$ cat config.mk
export PLATFORM = sky130hd
export DESIGN_NAME = reaction_timer
export DESIGN_NICKNAME = d
export VERILOG_FILES = /design/src/rtl/reaction_timer.sv
export SDC_FILE = /design/constraint.sdc
export NUM_CORES = 1
export LEC_CHECK = 0
export CELL_PAD_IN_SITES_DETAIL_PLACEMENT = 0
export CELL_PAD_IN_SITES_GLOBAL_PLACEMENT = 1
export CORE_AREA = 3 3 91 93
export DETAILED_ROUTE_END_ITERATION = 8
export DIE_AREA = 0 0 94 96
export GPL_ROUTABILITY_DRIVEN = 0
export GPL_TIMING_DRIVEN = 0
export PLACE_DENSITY_LB_ADDON = 0.1
export SYNTH_ARGS = -nofsm -noshare
export SYNTH_HDL_FRONTEND = slang
export SYNTH_SLANG_ARGS = --single-unit
$ cat constraint.sdc
create_clock -name i_clk -period 2.1 [get_ports i_clk]
set_clock_uncertainty 0.2 [all_clocks]
set_input_delay 0.525 -clock i_clk [delete_from_list [all_inputs] [get_ports i_clk]]
set_output_delay 0.525 -clock i_clk [all_outputs]
set_load 0.01 [all_outputs]
$ cat src/rtl/reaction_timer.sv
// Reaction timer: arms with the starting line, counts i_tick from go to button press, flags false starts, keeps best time.
// Press is seen 3 edges after the raw button rises; results and flags are registered outputs with no backpressure.
module reaction_timer #(
  parameter int MAX_COUNT = 9999,
  parameter int COUNT_W   = 14
) (
  input  logic               i_clk,
  input  logic               i_rst,
  input  logic               i_tick,
  input  logic               i_arm,
  input  logic               i_go,
  input  logic               i_button,
  input  logic               i_clear,
  output logic               o_busy,
  output logic               o_valid,
  output logic               o_falseStart,
  output logic               o_timeout,
  output logic [COUNT_W-1:0] o_reactionMs,
  output logic [COUNT_W-1:0] o_bestMs
);

  localparam logic [COUNT_W-1:0] MAX_C = COUNT_W'(MAX_COUNT);

  typedef enum logic [2:0] {
    S_IDLE   = 3'd0,
    S_ARMED  = 3'd1,
    S_TIMING = 3'd2,
    S_RESULT = 3'd3,
    S_FOUL   = 3'd4
  } state_t;

  state_t             state;
  logic [COUNT_W-1:0] count;
  logic               b1, b2, b3;
  logic               press;

  // b1 is the metastability flop; b2/b3 form the rising-edge detector.
  assign press = b2 & ~b3;

  always_ff @(posedge i_clk) begin
    if (i_rst) begin
      state        <= S_IDLE;
      count        <= '0;
      b1           <= 1'b0;
      b2           <= 1'b0;
      b3           <= 1'b0;
      o_busy       <= 1'b0;
      o_valid      <= 1'b0;
      o_falseStart <= 1'b0;
      o_timeout    <= 1'b0;
      o_reactionMs <= '0;
      o_bestMs     <= MAX_C;
    end else begin
      b1      <= i_button;
      b2      <= b1;
      b3      <= b2;
      o_valid <= 1'b0;
      case (state)
        S_IDLE: begin
          if (i_arm) begin
            state        <= S_ARMED;
            o_busy       <= 1'b1;
            o_falseStart <= 1'b0;
            o_timeout    <= 1'b0;
          end
        end
        S_ARMED: begin
          if (press) begin
            state        <= S_FOUL;
            o_busy       <= 1'b0;
            o_valid      <= 1'b1;
            o_falseStart <= 1'b1;
          end else if (i_go) begin
            state <= S_TIMING;
            count <= '0;
          end else if (!i_arm) begin
            state  <= S_IDLE;
            o_busy <= 1'b0;
          end
        end
        S_TIMING: begin
          // A press wins over both the tick and the timeout, latching the pre-increment count.
          if (press) begin
            state        <= S_RESULT;
            o_busy       <= 1'b0;
            o_valid      <= 1'b1;
            o_reactionMs <= count;
            if (count < o_bestMs) o_bestMs <= count;
          end else if (count == MAX_C) begin
            state        <= S_RESULT;
            o_busy       <= 1'b0;
            o_valid      <= 1'b1;
            o_timeout    <= 1'b1;
            o_reactionMs <= MAX_C;
          end else if (i_tick) begin
            count <= count + 1'b1;
          end
        end
        S_RESULT, S_FOUL: begin
          if (i_clear) state <= S_IDLE;
        end
        default: begin
          state  <= S_IDLE;
          o_busy <= 1'b0;
        end
      endcase
    end
  end

endmodule

=== Word-level counts from Yosys, hierarchy flattened ===
Index checks and enable logic that the tools add are counted.

* Bits in registers: 52
* Input port bits: 7
* Output and inout port bits: 32
* Logic and storage cells: 80

* $add $sub $neg: 1
* Order comparisons: 1
* Equal/unequal tests: 18
* Multiplexer cells: 33
* Bitwise gates (word level): 3
* Reduce and logical (&&, ||, !) cells: 13

{| class="wikitable"
|+ Operator list
! cell !! number
|-
| $mux W14 || 7
|-
| $pmux W14 S2 || 1
|-
| $mux W3 || 7
|-
| $ne A2 B2 Y1 const B || 9
|-
| $add A14 B1 Y14 const B || 1
|-
| $eq A14 B14 Y1 const B || 1
|-
| $lt A14 B14 Y1 || 1
|-
| $mux W1 || 13
|-
| $pmux W3 S4 || 1
|-
| $ne A3 B3 Y1 const B || 3
|-
| $reduce_and A4 Y1 || 2
|-
| $reduce_bool A2 Y1 || 4
|-
| $eq A3 B2 Y1 const B || 2
|-
| $pmux W1 S2 || 3
|-
| $reduce_and A3 Y1 || 2
|-
| $reduce_and A6 Y1 || 1
|-
| $reduce_and A5 Y1 || 1
|-
| $ne A4 B4 Y1 const B || 1
|-
| $pmux W1 S4 || 1
|-
| $eq A3 B1 Y1 const B || 1
|-
| $eq A3 B3 Y1 const B || 1
|-
| $logic_not A3 Y1 || 1
|-
| $not A1 Y1 || 2
|-
| $reduce_and A2 Y1 || 1
|-
| 2 further kinds || 2
|}

=== Depth between registers and ports, before layout ===
Gate-level depths: netlist of run 1.

* Depth after elaboration: 5
* Mapped depth: 9
* Gate-level depth less buffers: 7

=== Worst setup path after synthesis of run 1 ===
OpenSTA, ideal clock, no wires.

* Kind: register to register
* Start: register count[5]
* End: register o_reactionMs[12]
* Setup time: 0.129 ns
* Arrival time: 1.912 ns
* Required time: 1.771 ns
* Slack: -0.141 ns
* Stages on the path, launching flop included: 8
* Buffers on the path: 2
* Clock period less this slack: 2.241 ns
* Path through: dfxtp_1 > or4b_4 > nor4_4 > and2_1 > buf_6 > buf_12 > a2bb2oi_2 > nor2_1

* Longest elaborated chain between the ends: 3

{| class="wikitable"
|+ RTL lines
! what !! line !! text
|-
| start, declared || 33 || <nowiki>logic [COUNT_W-1:0] count;</nowiki>
|-
| start signal, assigned || 96 || <nowiki>count <= count + 1'b1;</nowiki>
|-
| $eq A14 B14 Y1 || 89 || <nowiki>end else if (count == MAX_C) begin</nowiki>
|-
| $reduce_bool A2 Y1 (no line) || n/a ||
|-
| $reduce_and A2 Y1 (no line) || n/a ||
|-
| end signal, assigned || 87 || <nowiki>o_reactionMs <= count;</nowiki>
|-
| end, declared || 18 || <nowiki>output logic [COUNT_W-1:0] o_reactionMs,</nowiki>
|}

No other way between the ends.
A chain may end at the register's enable or synchronous reset.

=== Worst setup path after layout of run 1 ===
* Start: register count[5]
* End: register count[13]

* Longest elaborated chain between the ends: 5
* Elaborated cells between the ends (all ways): 8
* Those cells by class: 1 x add/sub; 2 x eq/ne; 4 x mux; 1 x reduce/logical

{| class="wikitable"
|+ RTL lines
! what !! line !! text
|-
| $add A14 B1 Y14 || 96 ||
|-
| $mux W14 || 95 || <nowiki>end else if (i_tick) begin</nowiki>
|-
| $mux W14 || 89 ||
|-
| $mux W14 || 83 || <nowiki>if (press) begin</nowiki>
|-
| $pmux W14 S2 || 58 || <nowiki>case (state)</nowiki>
|}

Parallel ways exist; a longest one is shown, timed or not. The select of a mux whose other input is x is not followed.

==> results of run 1 <==
-- path summary, 6_finish.rpt --
check                                  to  slack, ns
worst max-delay path            count[13]      -0.07
worst min-delay path                   b2       0.24
worst max register to register  count[13]      -0.07
worst min register to register         b2       0.24
-- power by group through the flow --
stage	clock network (mW)	registers, mW	logic (mW)
6_report	0.693	0.998	0.185
5_1_grt	0.774	1.00	0.200
4_1_cts	0.730	1.00	0.176
3_5_place_dp	0	1.03	0.156
3_3_place_gp	0	1.03	0.156
2_1_floorplan	0	1.03	0.0939
-- cell usage in the layout, fill, tap and decap left out, drive strengths merged, types with 4 or more instances in the layout --
master,count
buf,39
nor3,26
a2bb2oi,6
o21ai,5
nor2b,4
xnor2,6
mux2i,14
clkdlybuf4s50,37
nand3,4
dfxtp,52
nand2b,14
clkbuf,14
nor4,4
or3,4
ha,14
nand2,21
nand4,5
inv,16
nor2,43
a21oi,19
-- cell families after synthesis --
| logic type | after synthesis | synth area share [%] |
|---|---|---|
| buf+inv | 33 | 6.41 |
| flops | 52 | 37.8 |
| compound gates | 46 | 11.5 |
| simple gates | 145 | 30.6 |
| fa+ha+maj | 14 | 6.36 |
| mux | 14 | 5.09 |
| xor+xnor | 7 | 2.23 |
-- flip-flops by register name (all words and copies together) (netlist names), 3 cells and up --
| signal | count |
|---|---|
| state | 3 |
| o_reactionMs | 14 |
| o_bestMs | 14 |
| count | 14 |
-- per-stage QoR --
step / std cells / hold WS, ns / cell area [um^2]
after CTS: 480 / 0.250 / 3700
after global routing: 489 / 0.277 / 3810
final: 489 / 0.243 / 3810
after detailed placement: 451 / 0.227 / 3280
after floorplan: 311 / 0.214 / 2780
after global placement: 451 / 0.227 / 3280
-- routing by layer --
| metal | vias to the layer above | wire length, um |
|---|---|---|
| met1 | 1141 | 3510 |
| met2 | 39 | 3450 |
| met5 | - | 0 |
| met4 | 0 | 175 |
| met3 | 14 | 201 |
| li1 | 1231 | - |
-- timing repair --
| action | in CTS | in global routing |
|---|---|---|
| cloned | 0 | 1 |
| buffers inserted | 21 | 9 |
| pin swaps | 10 | 4 |
| resized for setup | 37 | 21 |
| setup endpoints to repair | 49 | 46 |
-- cell type report --
| type | count | share of cell area, % |
|---|---|---|
| timing repair buffer | 69 | 16.9 |
| clock inverter | 2 | 0.918 |
| tap | 102 | 3.35 |
| inverter | 16 | 1.57 |
| buffer | 16 | 3.38 |
| sequential | 52 | 28.3 |
| clock buffer | 6 | 1.90 |
| multi-input combinational | 226 | 43.7 |
-- critical path, stage by stage, from the launching register on --
cell	delay, ns
dfxtp_4	0.36
or4b_4	0.57
o41ai_2	0.55
or3_1	0.22
or4_1	0.11
a21oi_1	0.05
==> metrics.md, run 1 <==
| Metric | Value |
|---|---|
| Crit. End Element | `flip-flop` |
| Final Cycle Share | `103%` |
| CTS Buffer Depth | `2` |
| Clk sinks | `52` |
| Most frequent cell after synthesis | `dfxtp_1` |
| H-tree depth | `2` |
| Measured slew at the worst slew-check pin | `0.598 ns` |
| Final ANT Viol Nets | `0` |
| Failing checks | `negative setup slack` |
| Sw power | `0.449 mW` |
| Mapped Cells | `311` |
| Synth warn | `0` |
| Area contributors post-synth | `dfxtp_1, ha_1, nor3_2` |
| Layout cells sized above 1 | `28.7%` |
| Met3 usage | `3.05%` |
| RSZ-0062 raised after global routing | `true` |
| Max frequency | `460 MHz` |
| Final wirelength | `7340 um` |
| ANT cells | `0` |
| Clk network pwr share | `36.9%` |
| Net Sw Frac | `23.9%` |
| Met1 Resource Use GR | `22.8%` |
| Total gr overflow | `0` |
| Setup-failing EPs final | `16` |
| Die W | `94 um` |
| Internal Pwr Total | `1.43 mW` |
| Hold Crit Start | `b1` |
| Slew Viols, Final | `0` |
| Fin util | `50.1%` |
| Post-synth top cells | `dfxtp_1, nor2_1, nand2_1, a21oi_1` |
| First-pass GRT wire length | `12000 um` |
| Setup crit start | `count[5]` |
| GR Util All Layers | `17.1%` |
| Port Buf Inserts | `38` |
| Starting density of the core | `36.2%` |
| Fin. Hold Viols | `0` |
| Synth Register Bits | `52` |
| Top_reg_cell synth | `dfxtp_1` |
| Initial antenna violation count | `0` |
| Num rows | `32` |
| Reg power frac | `53.2%` |
| Final net count | `407` |
| Worst-path clk slew | `0.09 ns` |
| Min cycle time layout | `2.17 ns` |
| Die area | `0.00902 mm^2` |
| Crit start category | `flip-flop` |
| Launch point of the worst reg-to-reg path | `count[5]` |
| Pwr per Cell Area | `492 mW/mm^2` |
| Post-Syn Nets | `332` |
| Worst-Skew Late Latency | `0.31 ns` |
| EDFF count, synth | `0` |
| VDD IR max | `0.329 mV` |
| CTS tree | `yes` |
| Worst min-delay path category | `flip-flop to flip-flop` |
| Core Footprint | `0.00761 mm^2` |
| Status | `complete, but fails checks` |
| Max-slew headroom at the worst pin | `60.1%` |
| Multi-input gate area | `0.00167 mm^2` |
| Worst r2r path cells | `5` |
| Max Cap Violations | `0` |
| Violation count after the first detailed-route iteration | `83` |
| Vias/cell | `4.96` |
| Area grow syn2layout | `38.6%` |
| Async set-reset flop share out of synthesis | `0%` |
| Most used routing layer | `met2` |
| Clk Tree Root Cell | `clkbuf_8` |
| Chip height | `96 um` |
| Sequential area share after synthesis | `37.8%` |
| Pre-Repair DR Iteration Count | `4` |
| CTS Buf Count | `5` |
| HPWL after detailed placement | `5030 um` |
| Pre-CTS setup slack | `-0.691 ns` |
| Post-synth top area cell | `dfxtp_1` |
| DR WL/cell | `15.0 um` |
| Arr. time, crit path | `2.17 ns` |
| Io pins | `39` |
| CP Max Fanout | `4` |
| Final WS setup | `-0.0723 ns` |
| Power, Total | `1.88 mW` |
| P_leak | `1.50 nW` |
| Avg Synthesized Cell Area | `8.85 um^2` |
| TNS Setup | `-0.515 ns` |
| Comb pwr share | `9.8%` |
| Met2 Use GR | `28.0%` |
| Remaining DRCs | `0` |
| Routed vias | `2425` |
| Number of fill cells in the layout | `772` |
| Hold Path Stages | `1` |
| Data required, critical path | `2.10 ns` |
| Register Area | `0.00108 mm^2` |
| Kind of critical path | `flip-flop to flip-flop` |
| Synth top area share | `37.8%` |
| Number of library cell types mapped by synthesis | `53` |
| Mapped Area | `0.00275 mm^2` |
| Number of global-route vias before repair | `2391` |
| Hold_buf cts | `0` |
| Largest net degree at the start of global routing | `16` |
(Power assumes the default switching activity.)
==> inputs of run 2 (changes only) <==
--- a/config.mk
+++ b/config.mk
@@ -8,6 +8,7 @@
 export CELL_PAD_IN_SITES_DETAIL_PLACEMENT = 0
 export CELL_PAD_IN_SITES_GLOBAL_PLACEMENT = 1
 export CORE_AREA = 3 3 91 93
+export CTS_BUF_LIST = sky130_fd_sc_hd__clkbuf_16
 export DETAILED_ROUTE_END_ITERATION = 8
 export DIE_AREA = 0 0 94 96
 export GPL_ROUTABILITY_DRIVEN = 0
==> run 2 against run 1 <==
Net effect: the flow still finishes with violations (negative setup slack); first-iteration DRC count is 20% higher; total power grew 13%; core utilization up 1.8 points; fmax up 1.2%; die area unchanged; global-route usage grew 0.10 points; worst setup slack better by 0.026 ns; combinational power about the same; via count up 0.87%; critical path type unchanged; largest cell class unchanged.
==> metrics.md, run 2 (same netlist as run 1, synthesis figures left out) <==
| Metric | Value |
|---|---|
| Status | `complete, but fails checks` |
| Failing checks | `negative setup slack` |
| Core Footprint | `0.00761 mm^2` |
| Worst-Skew Late Latency | `0.29 ns` |
| VDD IR max | `0.426 mV` |
| Flop-to-flop setup slack | `-0.05 ns` |
| Most frequent cells in the layout | `nor2_1, dfxtp_1, clkdlybuf4s50_1` |
| Starting density of the core | `36.2%` |
| Crit start category | `flip-flop` |
| Internal Pwr Total | `1.63 mW` |
| Clk sinks | `52` |
| Net Sw Frac | `22.9%` |
| Pwr per Cell Area | `536 mW/mm^2` |
| Die W | `94 um` |
| DR WL/cell | `15.6 um` |
| Sw power | `0.485 mW` |
| Number of global-route vias before repair | `2375` |
| CTS Buf Count | `5` |
| CP Max Fanout | `8` |
| Remaining DRCs | `0` |
| Initial antenna violation count | `0` |
| Final net count | `405` |
| CTS tree | `yes` |
| Crit-path cells | `or4b_4 -> buf_4 -> nor4_4 -> buf_4 -> buf_6 -> or3_4 -> or3_4 -> a21oi_2` |
| Worst r2r path cells | `8` |
| Worst stage delay on the critical path | `0.41 ns` |
| Fin. Hold Viols | `0` |
| ANT cells | `0` |
| Setup-failing EPs final | `9` |
| HPWL after detailed placement | `5030 um` |
| RSZ-0062 raised after global routing | `true` |
| Comb pwr share | `8.9%` |
| Pre-Repair DR Iteration Count | `4` |
| Hold_ws | `0.238 ns` |
| Max frequency | `466 MHz` |
| Clk network pwr share | `43.9%` |
| Hold Path Stages | `1` |
| Power, Total | `2.12 mW` |
| H-tree depth | `2` |
| Final wirelength | `7590 um` |
| R2R Path End | `count[10]` |
| Violation count after the first detailed-route iteration | `100` |
| Crit-path slowest cell | `dfxtp_2` |
| Io pins | `39` |
| Port Buf Inserts | `38` |
| Kind of critical path | `flip-flop to flip-flop` |
| Worst-path clk slew | `0.07 ns` |
| Clk Tree Root Cell | `clkbuf_16` |
| P_leak | `1.57 nW` |
| Final ANT Viol Nets | `0` |
| Regs by FF count | `count x14, o_bestMs x14, o_reactionMs x14` |
| Final WS setup | `-0.0467 ns` |
| Layout cells sized above 1 | `32.7%` |
| Slew Viols, Final | `0` |
| Routed vias | `2446` |
| Num rows | `32` |
| Max-slew headroom at the worst pin | `72.0%` |
| Launch point of the worst reg-to-reg path | `count[12]` |
| Min cycle time layout | `2.15 ns` |
| Arr. time, crit path | `2.18 ns` |
| Commonest non-fill, non-tap cell in the layout | `nor2_1` |
| WHS Endpoint | `b2` |
| Area grow syn2layout | `43.5%` |
| Chip height | `96 um` |
| Worst min-delay path category | `flip-flop to flip-flop` |
| First-pass GRT wire length | `12000 um` |
| Data required, critical path | `2.13 ns` |
| Max Cap Violations | `0` |
| CTS Buffer Depth | `2` |
| GR Util All Layers | `17.2%` |
| Crit. End Element | `flip-flop` |
| Measured slew at the worst slew-check pin | `0.420 ns` |
| Largest net degree at the start of global routing | `16` |
| Die area | `0.00902 mm^2` |
| Fin util | `51.9%` |
| Final Cycle Share | `102%` |
| Total gr overflow | `0` |
| Hold Crit Start | `b1` |
| Vias/cell | `5.02` |
| Reg power frac | `47.2%` |
| TNS Setup | `-0.233 ns` |
[run 2: cell types whose count changed in the layout (fill, tap and decap cells not counted), sizes merged]
cell,delta
clkbuf,-1
buf,-2
inv,+1
[run 2: final cells by class]
| type | count | area [um^2] |
|---|---|---|
| flip-flops and latches | 52 | 1080 |
| inverters | 16 | 60.1 |
| repair buffers | 69 | 653 |
| clock buffers | 5 | 125 |
| plain buffers | 14 | 109 |
| well taps | 102 | 128 |
| multi-input cells | 226 | 1760 |
| clock inverters | 3 | 38.8 |
| fillers | 756 | 3660 |
[run 2: layer usage]
metal	wire, um	share of wire (%)	up-vias	global-route usage (%)
met2	3620	48	44	28.3
li1	-	-	1233	-
met3	225	3.0	12	3.28
met5	0	0	-	0
met4	169	2.2	0	6.14
met1	3580	47	1157	22.5
[run 2: worst max-delay path: cells and delay by family (launching register included)]
family | cells | cell delay (ns)
and+or+nand+nor | 4 | 0.93
buffers and inverters | 3 | 0.41
DFF | 1 | 0.41
AOI/OAI and AO/OA | 1 | 0.13
[run 2: timing repair]
item                                   in CTS  in global routing
gates resized for setup                    39                 42
endpoints found under the hold margin       0                  0
setup endpoints to repair                  48                 46
buffers inserted                           18                 11
hold buffers                                0                  0
pin swaps                                  11                 12
cloned                                      0                  2
[run 2: how the worst max path moves through the flow]
stage	cells past startpoint	slack, ns	start	endpoint
4_1_cts	7	-0.05	count[6]	o_reactionMs[12]
6_report	8	-0.05	count[12]	count[10]
2_1_floorplan	7	-0.11	count[11]	o_reactionMs[12]
5_1_grt	5	-0.12	count[4]	count[1]
3_3_place_gp	5	-0.66	i_rst	state[2]
3_5_place_dp	5	-0.69	i_rst	state[2]
[run 2: power by group through the flow]
stage	clock network, mW	logic, mW	registers, mW
after global placement	0	0.156	1.03
final	0.930	0.188	1.00
after CTS	0.961	0.176	1.00
after global routing	0.995	0.204	1.00
after detailed placement	0	0.156	1.03
after floorplan	0	0.0939	1.03
[run 2: metrics by stage]
| step | area [um^2] | setup WS, ns | cells |
|---|---|---|---|
| detailed placement | 3280 | -0.691 | 451 |
| finish | 3950 | -0.0467 | 487 |
| global route | 3950 | -0.123 | 487 |
| CTS | 3730 | -0.0455 | 477 |
| floorplan | 2780 | -0.114 | 311 |
| global placement | 3280 | -0.656 | 451 |
